===== config.mk =====
export PLATFORM = sky130hd
export DESIGN_NAME = alu_seq
export DESIGN_NICKNAME = d
export VERILOG_FILES = /design/src/rtl/alu_seq.sv
export SDC_FILE = /design/constraint.sdc
export NUM_CORES = 1
export LEC_CHECK = 0
export BUFFER_PORTS_ARGS = -buffer_cell sky130_fd_sc_hd__buf_2
export CAP_MARGIN = 25
export CORE_UTILIZATION = 37
export CTS_CLUSTER_DIAMETER = 150
export DETAILED_ROUTE_END_ITERATION = 12
export GPL_ROUTABILITY_DRIVEN = 0
export SETUP_SLACK_MARGIN = 0.4
export SKIP_LAST_GASP = 1
export SYNTH_ARGS = -nofsm -noshare
export SYNTH_HDL_FRONTEND = slang
export SYNTH_SLANG_ARGS = --single-unit

===== constraint.sdc =====
create_clock -name clk -period 5.8 [get_ports clk]
set_clock_uncertainty 0.05 [all_clocks]
set_input_delay 0.58 -clock clk [delete_from_list [all_inputs] [get_ports clk]]
set_output_delay 0.58 -clock clk [all_outputs]
set_load 0.01 [all_outputs]

===== src/rtl/alu_seq.sv =====
// Multi-cycle ALU: single-cycle logic/arith/shift ops with registered outputs,
// plus iterative unsigned multiply (shift-add) and divide (restoring) into hi/lo.
module alu_seq #(
   parameter int WIDTH = 32,
   parameter int SHW   = $clog2(WIDTH)
) (
   input  logic             clk,
   input  logic             rst_n,
   input  logic             start,
   input  logic [3:0]       op,
   input  logic [WIDTH-1:0] a,
   input  logic [WIDTH-1:0] b,
   output logic [WIDTH-1:0] result,
   output logic [WIDTH-1:0] hi,
   output logic [WIDTH-1:0] lo,
   output logic             zf,
   output logic             of,
   output logic             dz,
   output logic             busy,
   output logic             done
);

   localparam int CW = SHW + 1;

   localparam logic [3:0] OP_AND   = 4'd0;
   localparam logic [3:0] OP_OR    = 4'd1;
   localparam logic [3:0] OP_XOR   = 4'd2;
   localparam logic [3:0] OP_NOR   = 4'd3;
   localparam logic [3:0] OP_ADD   = 4'd4;
   localparam logic [3:0] OP_SUB   = 4'd5;
   localparam logic [3:0] OP_SLT   = 4'd6;
   localparam logic [3:0] OP_SLL   = 4'd7;
   localparam logic [3:0] OP_SRL   = 4'd8;
   localparam logic [3:0] OP_SRA   = 4'd9;
   localparam logic [3:0] OP_MULTU = 4'd10;
   localparam logic [3:0] OP_DIVU  = 4'd11;

   typedef enum logic {IDLE, ITER} state_t;

   state_t             state_q, state_d;
   logic [CW-1:0]      cnt_q, cnt_d;
   logic [2*WIDTH-1:0] acc_q, acc_d;
   logic [WIDTH-1:0]   opnd_q, opnd_d;
   logic               is_div_q, is_div_d;
   logic [WIDTH-1:0]   result_q, result_d;
   logic [WIDTH-1:0]   hi_q, hi_d;
   logic [WIDTH-1:0]   lo_q, lo_d;
   logic               zf_q, zf_d;
   logic               of_q, of_d;
   logic               dz_q, dz_d;
   logic               busy_q, busy_d;
   logic               done_q, done_d;

   logic [WIDTH-1:0]   alu_res;
   logic               alu_of;
   logic [WIDTH-1:0]   sum, diff;
   logic [WIDTH:0]     mul_sum, div_shift, div_diff;
   logic [2*WIDTH-1:0] mul_next, div_next, step;

   // NOTE: every combinational output is given a default first so no path
   // through the case statements can leave it unassigned and infer a latch.
   always_comb begin
      alu_res = '0;
      alu_of  = 1'b0;
      sum     = a + b;
      diff    = a - b;
      case (op)
         OP_AND: alu_res = a & b;
         OP_OR:  alu_res = a | b;
         OP_XOR: alu_res = a ^ b;
         OP_NOR: alu_res = ~(a | b);
         OP_ADD: begin
            alu_res = sum;
            alu_of  = (a[WIDTH-1] == b[WIDTH-1]) && (sum[WIDTH-1] != a[WIDTH-1]);
         end
         OP_SUB: begin
            alu_res = diff;
            alu_of  = (a[WIDTH-1] != b[WIDTH-1]) && (diff[WIDTH-1] != a[WIDTH-1]);
         end
         OP_SLT: alu_res = {{(WIDTH-1){1'b0}}, ($signed(a) < $signed(b))};
         OP_SLL: alu_res = b << a[SHW-1:0];
         OP_SRL: alu_res = b >> a[SHW-1:0];
         OP_SRA: alu_res = $signed(b) >>> a[SHW-1:0];
         default: alu_res = '0;
      endcase
   end

   // acc holds {partial product, multiplier} for MULTU and {remainder, dividend} for DIVU
   always_comb begin
      mul_sum   = {1'b0, acc_q[2*WIDTH-1:WIDTH]} + (acc_q[0] ? {1'b0, opnd_q} : '0);
      mul_next  = {mul_sum, acc_q[WIDTH-1:1]};
      div_shift = {acc_q[2*WIDTH-1:WIDTH], acc_q[WIDTH-1]};
      div_diff  = div_shift - {1'b0, opnd_q};
      div_next  = div_diff[WIDTH] ? {div_shift[WIDTH-1:0], acc_q[WIDTH-2:0], 1'b0}
                                  : {div_diff[WIDTH-1:0],  acc_q[WIDTH-2:0], 1'b1};
      step      = is_div_q ? div_next : mul_next;
   end

   always_comb begin
      state_d  = state_q;
      cnt_d    = cnt_q;
      acc_d    = acc_q;
      opnd_d   = opnd_q;
      is_div_d = is_div_q;
      result_d = result_q;
      hi_d     = hi_q;
      lo_d     = lo_q;
      zf_d     = zf_q;
      of_d     = of_q;
      dz_d     = dz_q;
      busy_d   = busy_q;
      done_d   = 1'b0;
      case (state_q)
         IDLE: begin
            if (start) begin
               if (op == OP_MULTU || op == OP_DIVU) begin
                  state_d  = ITER;
                  cnt_d    = CW'(WIDTH);
                  acc_d    = {{WIDTH{1'b0}}, a};
                  opnd_d   = b;
                  is_div_d = (op == OP_DIVU);
                  busy_d   = 1'b1;
               end else begin
                  result_d = alu_res;
                  zf_d     = (alu_res == '0);
                  of_d     = alu_of;
                  dz_d     = 1'b0;
                  done_d   = 1'b1;
               end
            end
         end
         ITER: begin
            acc_d = step;
            cnt_d = cnt_q - CW'(1);
            // The last iteration's result is written on the same edge that returns to IDLE
            if (cnt_q == CW'(1)) begin
               state_d  = IDLE;
               busy_d   = 1'b0;
               hi_d     = step[2*WIDTH-1:WIDTH];
               lo_d     = step[WIDTH-1:0];
               result_d = step[WIDTH-1:0];
               zf_d     = (step[WIDTH-1:0] == '0);
               of_d     = 1'b0;
               dz_d     = is_div_q && (opnd_q == '0);
               done_d   = 1'b1;
            end
         end
         default: state_d = IDLE;
      endcase
   end

   // NOTE: sequential state uses non-blocking assignments so every flop samples
   // its _d value from before the edge, independent of statement order.
   always_ff @(posedge clk or negedge rst_n) begin
      if (!rst_n) begin
         state_q  <= IDLE;
         cnt_q    <= '0;
         acc_q    <= '0;
         opnd_q   <= '0;
         is_div_q <= 1'b0;
         result_q <= '0;
         hi_q     <= '0;
         lo_q     <= '0;
         zf_q     <= 1'b1;
         of_q     <= 1'b0;
         dz_q     <= 1'b0;
         busy_q   <= 1'b0;
         done_q   <= 1'b0;
      end else begin
         state_q  <= state_d;
         cnt_q    <= cnt_d;
         acc_q    <= acc_d;
         opnd_q   <= opnd_d;
         is_div_q <= is_div_d;
         result_q <= result_d;
         hi_q     <= hi_d;
         lo_q     <= lo_d;
         zf_q     <= zf_d;
         of_q     <= of_d;
         dz_q     <= dz_d;
         busy_q   <= busy_d;
         done_q   <= done_d;
      end
   end

   assign result = result_q;
   assign hi     = hi_q;
   assign lo     = lo_q;
   assign zf     = zf_q;
   assign of     = of_q;
   assign dz     = dz_q;
   assign busy   = busy_q;
   assign done   = done_q;

endmodule


==> results of run 1 <==
[power by group through the flow]
stage / logic (mW) / clock network (mW) / registers (mW)
finish: 7.95 / 1.29 / 2.86
global route: 8.69 / 1.37 / 2.95
CTS: 7.80 / 1.32 / 2.85
detailed placement: 7.77 / 0 / 2.87
global placement: 7.73 / 0 / 2.86
floorplan: 5.42 / 0 / 2.70
[synthesized netlist by cell type (all sizes together) (27+ instances only)]
library cell  count
xnor2            65
o21ai           246
inv             147
mux2             53
nand3            55
a211oi           39
and3             31
a21o             54
a21oi           209
nand4            28
nand2           375
o211ai           41
buf              58
mux2i           125
ha              174
and2             45
xor2             27
clkbuf          147
o22ai            35
nor3             49
nor2            234
dfrtp           204
mux4             38
a31oi            35
[stage by stage]
stage | std cells | cell area, sq um | setup WS [ns] | power, mW
after global placement | 3775 | 24700 | 0.349 | 10.6
after floorplan | 2939 | 22900 | 0.404 | 8.12
after global routing | 3812 | 25300 | 0.460 | 13.0
final | 3814 | 25300 | 0.688 | 12.1
after detailed placement | 3775 | 24700 | 0.288 | 10.6
after CTS | 3810 | 25300 | 0.826 | 12.0
[worst max-delay path: cells and delay by family]
family | cells | cell delay [ns]
buffers and inverters | 2 | 0.24
adders and majority gates | 2 | 0.74
AOI/OAI and AO/OA | 5 | 1.59
and+or+nand+nor | 7 | 2.34
[how the worst max path moves through the flow]
stage,start,to,slack (ns),cells after the start
3_3_place_gp,a[0],zf,0.35,16
4_1_cts,a[0],zf,0.83,16
5_1_grt,a[0],zf,0.46,16
2_1_floorplan,a[1],zf,0.40,18
3_5_place_dp,a[0],zf,0.29,16
6_report,a[0],zf,0.69,16
[flip-flops by register name (all words and copies together) (netlist names)]
| signal | count |
|---|---|
| opnd_q | 32 |
| acc_q | 64 |
| of | 1 |
| lo | 32 |
| busy | 1 |
| zf | 1 |
| cnt_q | 6 |
| state_q | 1 |
| hi | 32 |
| dz | 1 |
| is_div_q | 1 |
| result | 32 |
| done | 1 |
[logic make-up after synthesis]
kind of cell,count (synthesis),share of synthesized area [%]
fa+ha+maj,178,9.86
mux,216,11.9
buf+inv,355,6.16
xor+xnor,92,3.52
simple gates,952,19.2
compound gates,941,26.9
flops,205,22.4
[cell type report]
| class | instances | area (sq um) |
|---|---|---|
| multi-input combinational | 2379 | 16400 |
| clock buffer | 29 | 584 |
| timing repair buffer | 261 | 1620 |
| fill | 6253 | 35400 |
| sequential | 205 | 5140 |
| inverter | 150 | 566 |
| tap | 782 | 978 |
| clock inverter | 6 | 46.3 |
| antenna | 2 | 5.00 |
[cell usage in the layout (no fill, tap or decap), drive strengths merged, types with 38 or more instances in the layout]
cell,instances
nor2,234
nand2,375
a211oi,39
ha,174
dfrtp,204
o211ai,41
o21ai,246
inv,147
and2,45
a21oi,209
a21o,54
xnor2,65
nor3,49
mux2,53
nand3,55
mux2i,125
buf,260
mux4,38
[routing by layer]
| metal | wire, um | up-vias | GRT usage [%] |
|---|---|---|---|
| met2 | 38400 | 1544 | 42.3 |
| li1 | - | 10896 | - |
| met5 | 71 | - | 0 |
| met4 | 5560 | 4 | 14.1 |
| met3 | 11300 | 293 | 7.34 |
| met1 | 41000 | 11394 | 42.3 |
==> results.md, run 1 <==
* Nets at roughly 3300
* Hpwl dp at 75.3 mm
* Max Slew Vio Count at 0
* Hold-fix buffers, CTS at 0
* Switching Share at roughly 51%
* Final hold violation count at 8
* Mapped Area at 22900 sq um
* Initial core utilization at between 30% and 40%
* Crit share post-route at around 88%
* Finish-stage setup viols at 0
* Buffers on Ports at around 170
* Yosys reg bits at a little over 200
* Fin crit period at roughly 5.1 ns
* Startpoint Class: input pin
* # IOs at between 150 and 200
* MaxCap Viol Count at 0
* Relative slew margins at approximately 30%
* Max IR drop VDD at roughly 270 uV
* CTS tree: yes
* Critical path fanouts, max at 10
* Status: finished, violations left
* Crit-path cells: buf_4 > inv_1 > ha_1 > fa_1 > o21ba_2 > o41ai_1 > nor2_1 > a221o_1 > a221oi_1 > nand4_1 > or4_1 > nor4_2 > nand4b_1 > or4_1 > or4_1 > o31ai_2
* Routed length per instance at 25.2 um
* Worst reg-to-reg setup slack at slightly above 0.8 ns
* Ys async rst share at 100%
* Worst reg2reg path depth at 15
* Crit path arrival time at approximately 5.5 ns
* Congestion Overflow GR at 0
* Crit path required time at between 6 and 7 ns
* Core area at approximately 61000 sq um
* Failing checks: hold timing
* Die area at 62900 sq um
* Hold_ws at -0.00370 ns
* Post-synth cell types at between 90 and 100
* Cell area power density at around 480 nW/um^2
* Slowest CP cell: or4_1
* Fmax achieved at roughly 200 MHz
* RSZ-0062 raised after global routing: no
* First-pass GRT wire length at around 140 mm
* FF-to-FF End: hi[29]
* Post-synth EDFFs at 0
* Switching power at 6.15 mW
* Area contributors post-synth: dfrtp_1 (22%), ha_1 (9.5%), nand2_1 (6.2%), mux2i_1 (5.5%), o21ai_0 (5.3%)
* Worst-Margin Slew at roughly 1 ns
* Vias in the first global route at ~22000
* Leading area contributor after synthesis: dfrtp_1
* R2R Path Start: opnd_q[0]
* Final TNS setup at 0 ns
* Synth Net Count at around 3200
* Clk pwr share at between 10% and 20%
* Final ANT Viol Nets at 0
* Total internal power at about 6 mW
* Min-delay worst type: input pin to asynchronous set/reset pin
* All-Layer GR Usage at roughly 30%
* Sequential power share at 23.7%
* Avg Cell Area, Syn at 7.79 sq um
* Utilization after layout at 41.7%
* Largest net degree at the start of global routing at between 100 and 150
* Die X at ~250 um
* CTS clock-pin slew for the worst setup and hold paths at roughly 0.07 ns
* Vias per cell at about 6.3
* Crit. End Element: register
* Post-synthesis sequential area ratio at between 20% and 30%
* Clk root buf: clkbuf_16
* Clk Latency, worst-skew pair at between 0.5 and 0.6 ns
* Drt pass-1 iters at 9
* Clock buffer depth at 3
* H-tree Lvls at 1
* Most common flop cell mapped by yosys: dfrtp_1
* Site Rows at 90
* Max incr delay on CP at 0.56 ns
* Gate power share at between 60% and 70%
* Leakage at ~12 nW
* Critical path type: input pin to register
* Total vias in the final route at ~24000
* Worst path most repeated cell: or4_1
* Sinks on Clock Net at 205
* Layout cells sized above 1 at between 10% and 20%
* DRC at 0
* Cts bufs inserted at 20
* Initial antenna violation count at 4
* Area delta synth->final at 10.7%
* Synth Instances at approximately 3000
* Die Y at between 200 and 300 um
* Post_cts resized at 0
* Yosys top cell area share at 22.3%
* Postcts setup bufs at 0
* Initial DRC count at about 3600
* Post-Route WL at slightly below 100 mm
* Warnings from Yosys at 0
(Power assumes the default switching activity.)
==> inputs of run 2 (changes only) <==
--- a/config.mk
+++ b/config.mk
@@ -6,11 +6,13 @@
 export NUM_CORES = 1
 export LEC_CHECK = 0
 export BUFFER_PORTS_ARGS = -buffer_cell sky130_fd_sc_hd__buf_2
-export CAP_MARGIN = 25
+export CAP_MARGIN = 20
 export CORE_UTILIZATION = 37
+export CTS_BUF_LIST = sky130_fd_sc_hd__clkbuf_8
 export CTS_CLUSTER_DIAMETER = 150
 export DETAILED_ROUTE_END_ITERATION = 12
 export GPL_ROUTABILITY_DRIVEN = 0
+export MAX_ROUTING_LAYER = met4
 export SETUP_SLACK_MARGIN = 0.4
 export SKIP_LAST_GASP = 1
 export SYNTH_ARGS = -nofsm -noshare
==> results.md, run 2 (same netlist as run 1, synthesis figures left out) <==
* Status: finished clean
* Startpoint Class: input pin
* CTS tree: yes
* Max Slew Vio Count at 0 (unchanged)
* # IOs at 172 (unchanged)
* Critical path type: input pin to register
* Final TNS setup at 0 ns (unchanged)
* Congestion Overflow GR at 0 (unchanged)
* Initial antenna violation count at 5 (+1)
* Crit share post-route at 85.9% (-2.3 points)
* Crit. End Element: register
* Area delta synth->final at 10.9%
* All-Layer GR Usage at 30.8% (+0.87 points)
* Clock buffer depth at 3 (unchanged)
* Leading cell type in the layout, fill and taps excluded: nand2_1
* Worst-Margin Slew at 1.15 ns (+0.134 ns)
* Post_cts resized at 0 (unchanged)
* Hpwl dp at 75.3 mm (unchanged)
* First-pass GRT wire length at 144 mm (about the same)
* Final hold violation count at 0 (-8)
* Final ANT Viol Nets at 0 (unchanged)
* Crit path required time at 6.28 ns (+0.09 ns)
* Layout cells sized above 1 at 14.4% (+0.43 points)
* Most flop-heavy register: acc_q
* Crit path arrival time at 5.46 ns (-0.04 ns)
* MaxCap Viol Count at 0 (unchanged)
* Core area at 60700 sq um (unchanged)
* Crit-path cells: buf_4 > inv_1 > ha_1 > fa_1 > o21ba_2 > o41ai_1 > nor2_1 > a221o_1 > a221oi_1 > nand4_1 > or4_1 > nor4_2 > nand4b_1 > or4_1 > or4_1 > o31ai_2
* Initial DRC count at 3593 (+0.14%)
* Max incr delay on CP at 0.55 ns (about the same)
* Die Y at 251 um (unchanged)
* Finish-stage setup viols at 0 (unchanged)
* Post-Route WL at 96.2 mm (about the same)
* Clk root buf: clkbuf_8
* Worst Path Buf+Inv at 2 (unchanged)
* Largest net degree at the start of global routing at 111 (unchanged)
* Largest register FFs at 64 (unchanged)
* RSZ-0062 raised after global routing: no
* Cts bufs inserted at 30 (+50%)
* Clk Latency, worst-skew pair at 0.62 ns (+0.10 ns)
* Buffers on Ports at 171 (unchanged)
* Critical path fanouts, max at 10 (unchanged)
* Die X at 251 um (unchanged)
* Cell area power density at 477 nW/um^2 (-0.16%)
* Leakage at 11.6 nW (+0.61%)
* Max IR drop VDD at 218 uV (-19%)
* Most frequent cells in the layout: nand2_1 (374), o21ai_0 (244), nor2_1 (232)
* Total vias in the final route at 24211 (+0.33%)
* Pwr Total at 12.1 mW (about the same)
* Fmax achieved at 201 MHz (+2.7%)
* Nets at 3276 (+0.31%)
* Relative slew margins at 22.3% (-8.0 points)
* Slowest CP cell: or4_1
* Drt pass-1 iters at 7 (-2)
* Die area at 62900 sq um (unchanged)
* Fin crit period at 4.98 ns (-0.132 ns)
* Initial core utilization at 37.7% (unchanged)
* Min-delay worst type: input pin to register
* Vias in the first global route at 22433 (+0.50%)
* Vias per cell at 6.31 (-0.24%)
* Sinks on Clock Net at 205 (unchanged)
* H-tree Lvls at 1 (unchanged)
* Worst path most repeated cell: or4_1
* Site Rows at 90 (unchanged)
* DRC at 0 (unchanged)
* CP top delay family: simple AND/OR/NAND/NOR gates
* CTS clock-pin slew for the worst setup and hold paths at 0.07 ns (about the same)
* Routed length per instance at 25.1 um (-0.64%)
## run 2: cell count changes in the layout (fill, tap and decap cells not counted), sizes merged
cell         previous run  this run
bufinv                  0         2
inv                   147       155
diode                   2         3
clkbuf                 30        40
dlygate4sd3             0         1
## run 2: layer usage
metal  vias to the layer above  global-route usage (%)  share of wire [%]
li1                      10943                       -                  -
met5                         -                       -                  0
met2                      1510                    42.4                 40
met1                     11481                    42.0                 43
met4                         0                    14.3                5.6
met3                       277                    7.41                 12
## run 2: timing repair
action	4_1_cts	5_1_grt
endpoints found under the hold margin	70	0
hold buffers	1	0
setup buffers	0	0
## run 2: final timing paths
check,cells past startpoint,slack (ns),from,endpoint
max,16,0.82,a[0],zf
min,3,0.24,a[22],acc_q[22]
max reg2reg,15,0.85,opnd_q[0],hi[29]
min reg2reg,1,0.42,lo[11],lo[11]
max in group asynchronous,3,4.06,rst_n,state_q
min in group asynchronous,2,0.50,rst_n,hi[14]
## run 2: cell type report
type                    instances  area [sq um]
diodes                          3          7.51
clock buffers                  40           551
clock inverters                16           136
fillers                      6254         35300
inverters                     150           566
multi-input cells            2379         16400
flip-flops and latches        205          5140
well taps                     782           978
repair buffers                261          1620
## run 2: per-stage QoR
step,hold slack (ns),instance area [sq um],instances,setup slack [ns],utilization [%]
floorplan,0.234,22900,2939,0.404,-
global placement,0.407,24700,3775,0.349,40.6
detailed placement,0.411,24700,3775,0.288,40.6
CTS,0.210,25400,3832,0.920,41.8
global route,0.228,25400,3836,0.583,41.8
finish,0.237,25400,3836,0.820,41.8
## run 2: worst register-to-register path, cell delays in order (launching register included)
cell	delay (ns)
dfrtp_1	0.52
and2_1	0.23
ha_1	0.21
fa_1	0.48
a211oi_1	0.40
o21ai_0	0.17
a22oi_1	0.28
o21ai_0	0.23
o2111ai_1	0.42
o21ai_0	0.30
a221oi_1	0.43
o21ai_0	0.30
nand3_1	0.19
nor2_1	0.05
o31a_1	0.32
mux2_2	0.27
## run 2: power breakdown
part / leakage [nW] / internal, mW / switching [mW] / total (mW)
Sequential: 2.48 / 2.14 / 0.728 / 2.87
Combinational: 8.75 / 3.10 / 4.84 / 7.94
Clock: 0.377 / 0.710 / 0.595 / 1.30
Total: 11.6 / 5.95 / 6.16 / 12.1
